`config.mk`:
```
export PLATFORM = sky130hd
export DESIGN_NAME = wam_game
export DESIGN_NICKNAME = d
export VERILOG_FILES = /design/src/rtl/wam_game.sv
export SDC_FILE = /design/constraint.sdc
export NUM_CORES = 1
export LEC_CHECK = 0
export ABC_AREA = 1
export CORE_MARGIN = 1.5
export CORE_UTILIZATION = 61
export CTS_CLUSTER_SIZE = 10
export DETAILED_ROUTE_END_ITERATION = 10
export GPL_ROUTABILITY_DRIVEN = 0
export PLACE_DENSITY = 0.85
export SYNTH_ARGS = -nofsm -noshare
export SYNTH_HDL_FRONTEND = slang
export SYNTH_SLANG_ARGS = --single-unit
```
`constraint.sdc`:
```
create_clock -name clk -period 3.5 [get_ports clk]
set_input_delay 0.35 -clock clk [delete_from_list [all_inputs] [get_ports clk]]
set_output_delay 0.35 -clock clk [all_outputs]
set_load 0.02 [all_outputs]
```
`src/rtl/wam_game.sv`:
```
// Whack-a-mole engine: one pseudo-random mole at a time, difficulty-dependent lifetime,
// edge-detected taps and a saturating 3-digit BCD score.
module wam_game #(
  parameter int          LIFE_EASY  = 150,
  parameter int          LIFE_MED   = 100,
  parameter int          LIFE_HARD  = 50,
  parameter int          COOL_TICKS = 20,
  parameter logic [15:0] LFSR_SEED  = 16'hACE1
) (
  input  logic        clk,
  input  logic        clr,
  input  logic        tick,
  input  logic        pse,
  input  logic [1:0]  hrdn,
  input  logic [7:0]  tap,
  output logic [7:0]  holes,
  output logic [11:0] score,
  output logic        hit,
  output logic        miss
);

  typedef enum logic [1:0] {COOL, SPAWN, UP} state_t;

  state_t      state;
  logic [15:0] lfsr;
  logic [7:0]  tap_q;
  logic [7:0]  tap_rise;
  logic [7:0]  cool_cnt;
  logic [7:0]  life_cnt;
  logic [7:0]  life_sel;
  logic [2:0]  prev_idx;
  logic [2:0]  spawn_idx;
  logic [11:0] score_inc;
  logic        fb;

  assign tap_rise  = tap & ~tap_q;
  assign fb        = lfsr[15] ^ lfsr[13] ^ lfsr[12] ^ lfsr[10];
  // Never raise the same hole twice in a row.
  assign spawn_idx = (lfsr[2:0] == prev_idx) ? lfsr[2:0] + 3'd1 : lfsr[2:0];

  always_comb begin
    life_sel = 8'(LIFE_HARD);
    case (hrdn)
      2'd0:    life_sel = 8'(LIFE_EASY);
      2'd1:    life_sel = 8'(LIFE_MED);
      default: life_sel = 8'(LIFE_HARD);
    endcase
  end

  // Per-digit BCD increment, holding at 999.
  always_comb begin
    score_inc = score;
    if (score != 12'h999) begin
      if (score[3:0] != 4'd9) begin
        score_inc[3:0] = score[3:0] + 4'd1;
      end else begin
        score_inc[3:0] = 4'd0;
        if (score[7:4] != 4'd9) begin
          score_inc[7:4] = score[7:4] + 4'd1;
        end else begin
          score_inc[7:4]  = 4'd0;
          score_inc[11:8] = score[11:8] + 4'd1;
        end
      end
    end
  end

  always_ff @(posedge clk or posedge clr) begin
    if (clr) begin
      state    <= COOL;
      lfsr     <= LFSR_SEED;
      tap_q    <= 8'd0;
      cool_cnt <= 8'(COOL_TICKS);
      life_cnt <= 8'd0;
      prev_idx <= 3'd0;
      holes    <= 8'd0;
      score    <= 12'h000;
      hit      <= 1'b0;
      miss     <= 1'b0;
    end else begin
      lfsr  <= {lfsr[14:0], fb};
      tap_q <= tap;
      hit   <= 1'b0;
      miss  <= 1'b0;
      case (state)
        COOL: begin
          if (tick && !pse) begin
            cool_cnt <= cool_cnt - 8'd1;
            if (cool_cnt == 8'd1) state <= SPAWN;
          end
        end
        SPAWN: begin
          holes    <= 8'd1 << spawn_idx;
          prev_idx <= spawn_idx;
          life_cnt <= life_sel;
          state    <= UP;
        end
        UP: begin
          // A hit takes priority over a timeout landing on the same clock.
          if (!pse && |(tap_rise & holes)) begin
            hit      <= 1'b1;
            score    <= score_inc;
            holes    <= 8'd0;
            cool_cnt <= 8'(COOL_TICKS);
            state    <= COOL;
          end else if (tick && !pse) begin
            if (life_cnt == 8'd1) begin
              miss     <= 1'b1;
              holes    <= 8'd0;
              cool_cnt <= 8'(COOL_TICKS);
              state    <= COOL;
            end else begin
              life_cnt <= life_cnt - 8'd1;
            end
          end
        end
        default: state <= COOL;
      endcase
    end
  end

endmodule

```
### After elaboration in Yosys (flattened, before gate mapping)

Index checks and enable logic that the tools add are counted.

* input bits: 14
* flip-flop bits (word level): 67
* output and inout port bits: 22

* bitwise logic cells: 8
* reduce and logical (&&, ||, !) cells: 15
* eq/ne operators: 16
* mux-type cells: 29
* shifts and indexed selects: 1
* add/sub/neg operators: 6

Operators with widths (count)
* two-way mux 8 bit: 10
* one-hot mux 8 bit (2 select lines): 4
* bitwise AND 8 bit: 2
* equality test 8 x 1 -> 1 bit, second input constant: 2
* AND reduction 4 bit: 4
* subtractor 8 x 1 -> 8 bit, second input constant: 2
* adder 4 x 1 -> 4 bit, second input constant: 3
* != test 12 bit, second input constant: 1
* two-way mux 2 bit: 5
* != test 2 bit, second input constant: 5
* two-way mux 4 bit: 2
* != test 4 bit, second input constant: 2
* NOT 8 bit: 1
* OR reduction 8 bit: 1
* left shift 1 x 3 -> 8 bit, first input constant: 1
* two-way mux 1 bit: 6
* != test 3 bit, second input constant: 2
* one-hot mux 2 bit (3 select lines): 1
* AND reduction 3 bit: 2
* AND reduction 5 bit: 1
* equality test 2 x 1 -> 1 bit, second input constant: 2
* zero test 2 bit: 2
* nonzero test 2 bit: 2
* adder 3 x 1 -> 3 bit, second input constant: 1
* other kinds (7): 11

### Longest topological paths before layout

* depth in word-level cells: 7
* mapped depth: 11
* gate-level depth less buffers: 11

### Least setup slack after synthesis

No wires, ideal clock.

* kind: reg2reg
* start: reg score[9]
* end: reg score[10]
* required time: 3.382 ns
* library setup time: 0.118 ns
* data arrival time: 1.373 ns
* slack: 2.009 ns
* cell stages (with the launch flop): 10
* path through: dfrtp_1 -> inv_1 -> ha_1 -> nand2_1 -> nand3b_1 -> clkinv_1 -> nor2_1 -> nand3_1 -> nand2_1 -> nand2_1

* word-level cells in the longest chain between the ends: 2

RTL lines
* start, declared: line 17 `output logic [11:0] score,`
* start signal, assigned: line 102 `score <= score_inc;`
* != test 12 bit: line 53 `if (score != 12'h999) begin`
* AND reduction 5 bit (no source line)

Parallel ways exist; a longest one is shown, timed or not.
A chain may end at the register's enable or synchronous reset.

### Worst setup path in the final report

* start: reg score[4]
* end: out score[4]

No word-level cell between the ends.

==> metrics.cfg <==
[worst_setup_path]
arrival_ns=1.44
endpoint_kind=primary output
crit_required_ns=3.15
path_depth=1
cp_num_buf_inv=1
cp_cell_sequence=clkdlybuf4s50_1
cp_slowest_stage_delay_ns=0.64
critical_path.slowest_cell=clkdlybuf4s50_1
path_class=flip-flop to primary output
rr_worst_depth=6
cp-start-kind=flip-flop
path_max_fanout=6
crit_family=buffers and inverters

[yosys]
ys_ff_latch=67
synthCells=394
synth_edf_count=0
yosysSeqAreaShare=0.4950
syn_nets=415
syn-cell-area_sq_um=3412
synth_area_per_cell_sq_um=8.660
async_flop_share=1.000
yosysWarnings=0
synth_flop_cell=dfrtp_1
yosysUniqueCellTypes=37

[pwr]
p_per_area_nw_per_um2=597.8
ir_worst_vdd_uv=487.7
intPower_mw=1.456
combPwrFrac=0.347
clkPwrFrac=0.237
switching_share=0.3933
total_power_mw=2.400
power.leakage_nw=2.019
power_frac_seq=0.416
power_switching_uw=943.8

[clock_network]
clock_path_buffers=2
cts_setup_buffers=0
holdBufCountCts=0
htree_levels=3
numClockSinks=67
clkTransAtPathRegs_ns=0.08
cts_root_buf=clkbuf_8
cts_tree=done
post_cts_resized=0
clkLatencyLatePin_ns=0.35
numCtsBuffers=9

[sta]
maxSlewHeadroom=0.4673
setup_viol=0
fmax_mhz=559.9
fin_crit_sh=0.5103
fin_skew_ns=0.01064
period_needed_ns=1.786
hold_viol=0
finalWorstSetupSlack_ns=1.714
worstMarginPinSlew_ns=0.7990
drv_slew=0
setup_tns_ns=0
rsz0062_at_grt=false

[floorplan]
chipHeight_um=77.79
start_util=0.6273
io_pins=36
die_area_sq_um=6051
dieWidth_um=77.79
std_cell_rows=27
coreArea_sq_um=5439

[cells_and_area]
fin_nets=459
fillers=404
final_util=0.7380
drive_above_1_share=0.1535
area_delta_synth_final_pct=17.64
insertedDiodeCount=0

[global_route]
grt_overflow_total=0
grt_pass1_wl_um=10830
antenna_found_initial=0
grt_pass1_vias=2470
grt_use_total=0.2276
grt_max_degree=68

[placement]
io_buffers=35
place_ws_ns=1.554
dp_hpwl_um=4468

[route]
drc=0
ant_nets=0
drtIter0Drc=172
vias=2657
wl_per_cell_um=12.24
firstDrtPassIters=4
routed_wl_um=6305
vias_per_cell=5.159

[run]
max_cap_violations=0

[run_status]
status=finished, final reports clean

[hold_path]
whs_path_depth=0
holdCritPathClass=flip-flop to flip-flop

[sequential cells by signal (all words and copies together) (netlist names)]
signal,cells
score,12
life_cnt,8
prev_idx,3
tap_q,8
hit,1
holes,8
state,2
miss,1
cool_cnt,8
lfsr,16
[per-stage QoR]
stage,hold slack [ns],std cells,cell area (sq um)
after floorplan,0.3312,394,3412
after global placement,0.3346,499,3839
after detailed placement,0.3375,499,3839
after CTS,0.3504,515,4014
after global routing,0.3600,515,4014
final,0.3490,515,4014
[final timing paths]
path                       startpoint          end  slack [ns]
setup / recovery             score[4]     score[4]        1.71
hold reg to reg               lfsr[9]     lfsr[10]        0.35
max in group asynchronous         clr  life_cnt[7]        2.41
setup reg to reg             state[0]  life_cnt[3]        1.83
hold / removal                lfsr[9]     lfsr[10]        0.35
min in group asynchronous         clr     score[6]        0.57
[kinds of logic after synthesis]
logic type | Yosys count | share of synthesized area
AOI/OAI and AO/OA | 27 | 0.05244
and+or+nand+nor | 226 | 0.3223
adders and majority gates | 7 | 0.02567
xor gates and xnor gates | 17 | 0.04584
DFF | 67 | 0.4950
buffers and inverters | 50 | 0.05867
[placed cells by master, fill, tap and decap left out, drive strengths merged, types with 6 or more instances in the layout]
| master | n |
|---|---|
| inv | 48 |
| ha | 7 |
| xnor2 | 6 |
| nand2 | 123 |
| o21ai | 25 |
| nand3 | 41 |
| dfstp | 10 |
| nor2 | 34 |
| clkbuf | 9 |
| dfrtp | 57 |
| clkdlybuf4s50 | 35 |
| nor3 | 6 |
| nand4 | 13 |
| xor2 | 11 |
[routing by layer]
| layer | GRT usage | vias to the layer above | wire [um] |
|---|---|---|---|
| met5 | 0 | - | 0 |
| met3 | 0.05882 | 7 | 281 |
| met1 | 0.2953 | 1250 | 2906 |
| li1 | - | 1347 | - |
| met4 | 0.07636 | 0 | 66 |
| met2 | 0.3704 | 53 | 3049 |
[power by group through the flow]
stage	Combinational (mW)	Sequential (mW)	Clock, mW
2_1_floorplan	0.666	1.01	0
3_3_place_gp	0.805	1.01	0
3_5_place_dp	0.829	1.01	0
4_1_cts	0.834	0.997	0.583
5_1_grt	0.942	1.01	0.622
6_report	0.834	0.998	0.568
[layout make-up]
cell class / count / area [sq um] / share of cell area
Clock inverter: 7 / 51.30 / 0.01278
Timing Repair Buffer: 36 / 357.8 / 0.08915
Sequential cell: 67 / 1689 / 0.4208
Multi-Input combinational cell: 277 / 1523 / 0.3794
Inverter: 47 / 178.9 / 0.04458
Tap cell: 72 / 90.09 / 0.02244
Clock buffer: 9 / 123.9 / 0.03086
[cells in the mapped netlist, types with 2 or more instances]
| cell type | instances | area [sq um] |
|---|---|---|
| or2_2 | 3 | 18.77 |
| nand4_2 | 2 | 25.02 |
| nand2_1 | 115 | 431.7 |
| ha_1 | 7 | 87.58 |
| nand4_1 | 11 | 68.82 |
| nor3_2 | 3 | 30.03 |
| o21ai_1 | 4 | 20.02 |
| dfrtp_1 | 57 | 1426 |
| nand2_2 | 5 | 31.28 |
| nor3_1 | 2 | 10.01 |
| nor2_1 | 31 | 116.4 |
| xor2_1 | 11 | 96.34 |
| inv_1 | 41 | 153.9 |
| nand3b_1 | 3 | 22.52 |
| xnor2_1 | 5 | 43.79 |
| nand2_4 | 3 | 33.78 |
| nand3_1 | 36 | 180.2 |
| o21ai_2 | 8 | 70.07 |
| inv_2 | 4 | 15.01 |
| nand3_2 | 4 | 40.04 |
| buf_2 | 2 | 10.01 |
| o21ai_0 | 12 | 60.06 |
| dfstp_2 | 10 | 262.8 |
| nor4_1 | 2 | 12.51 |
Power figures use the tool's default switching activity.
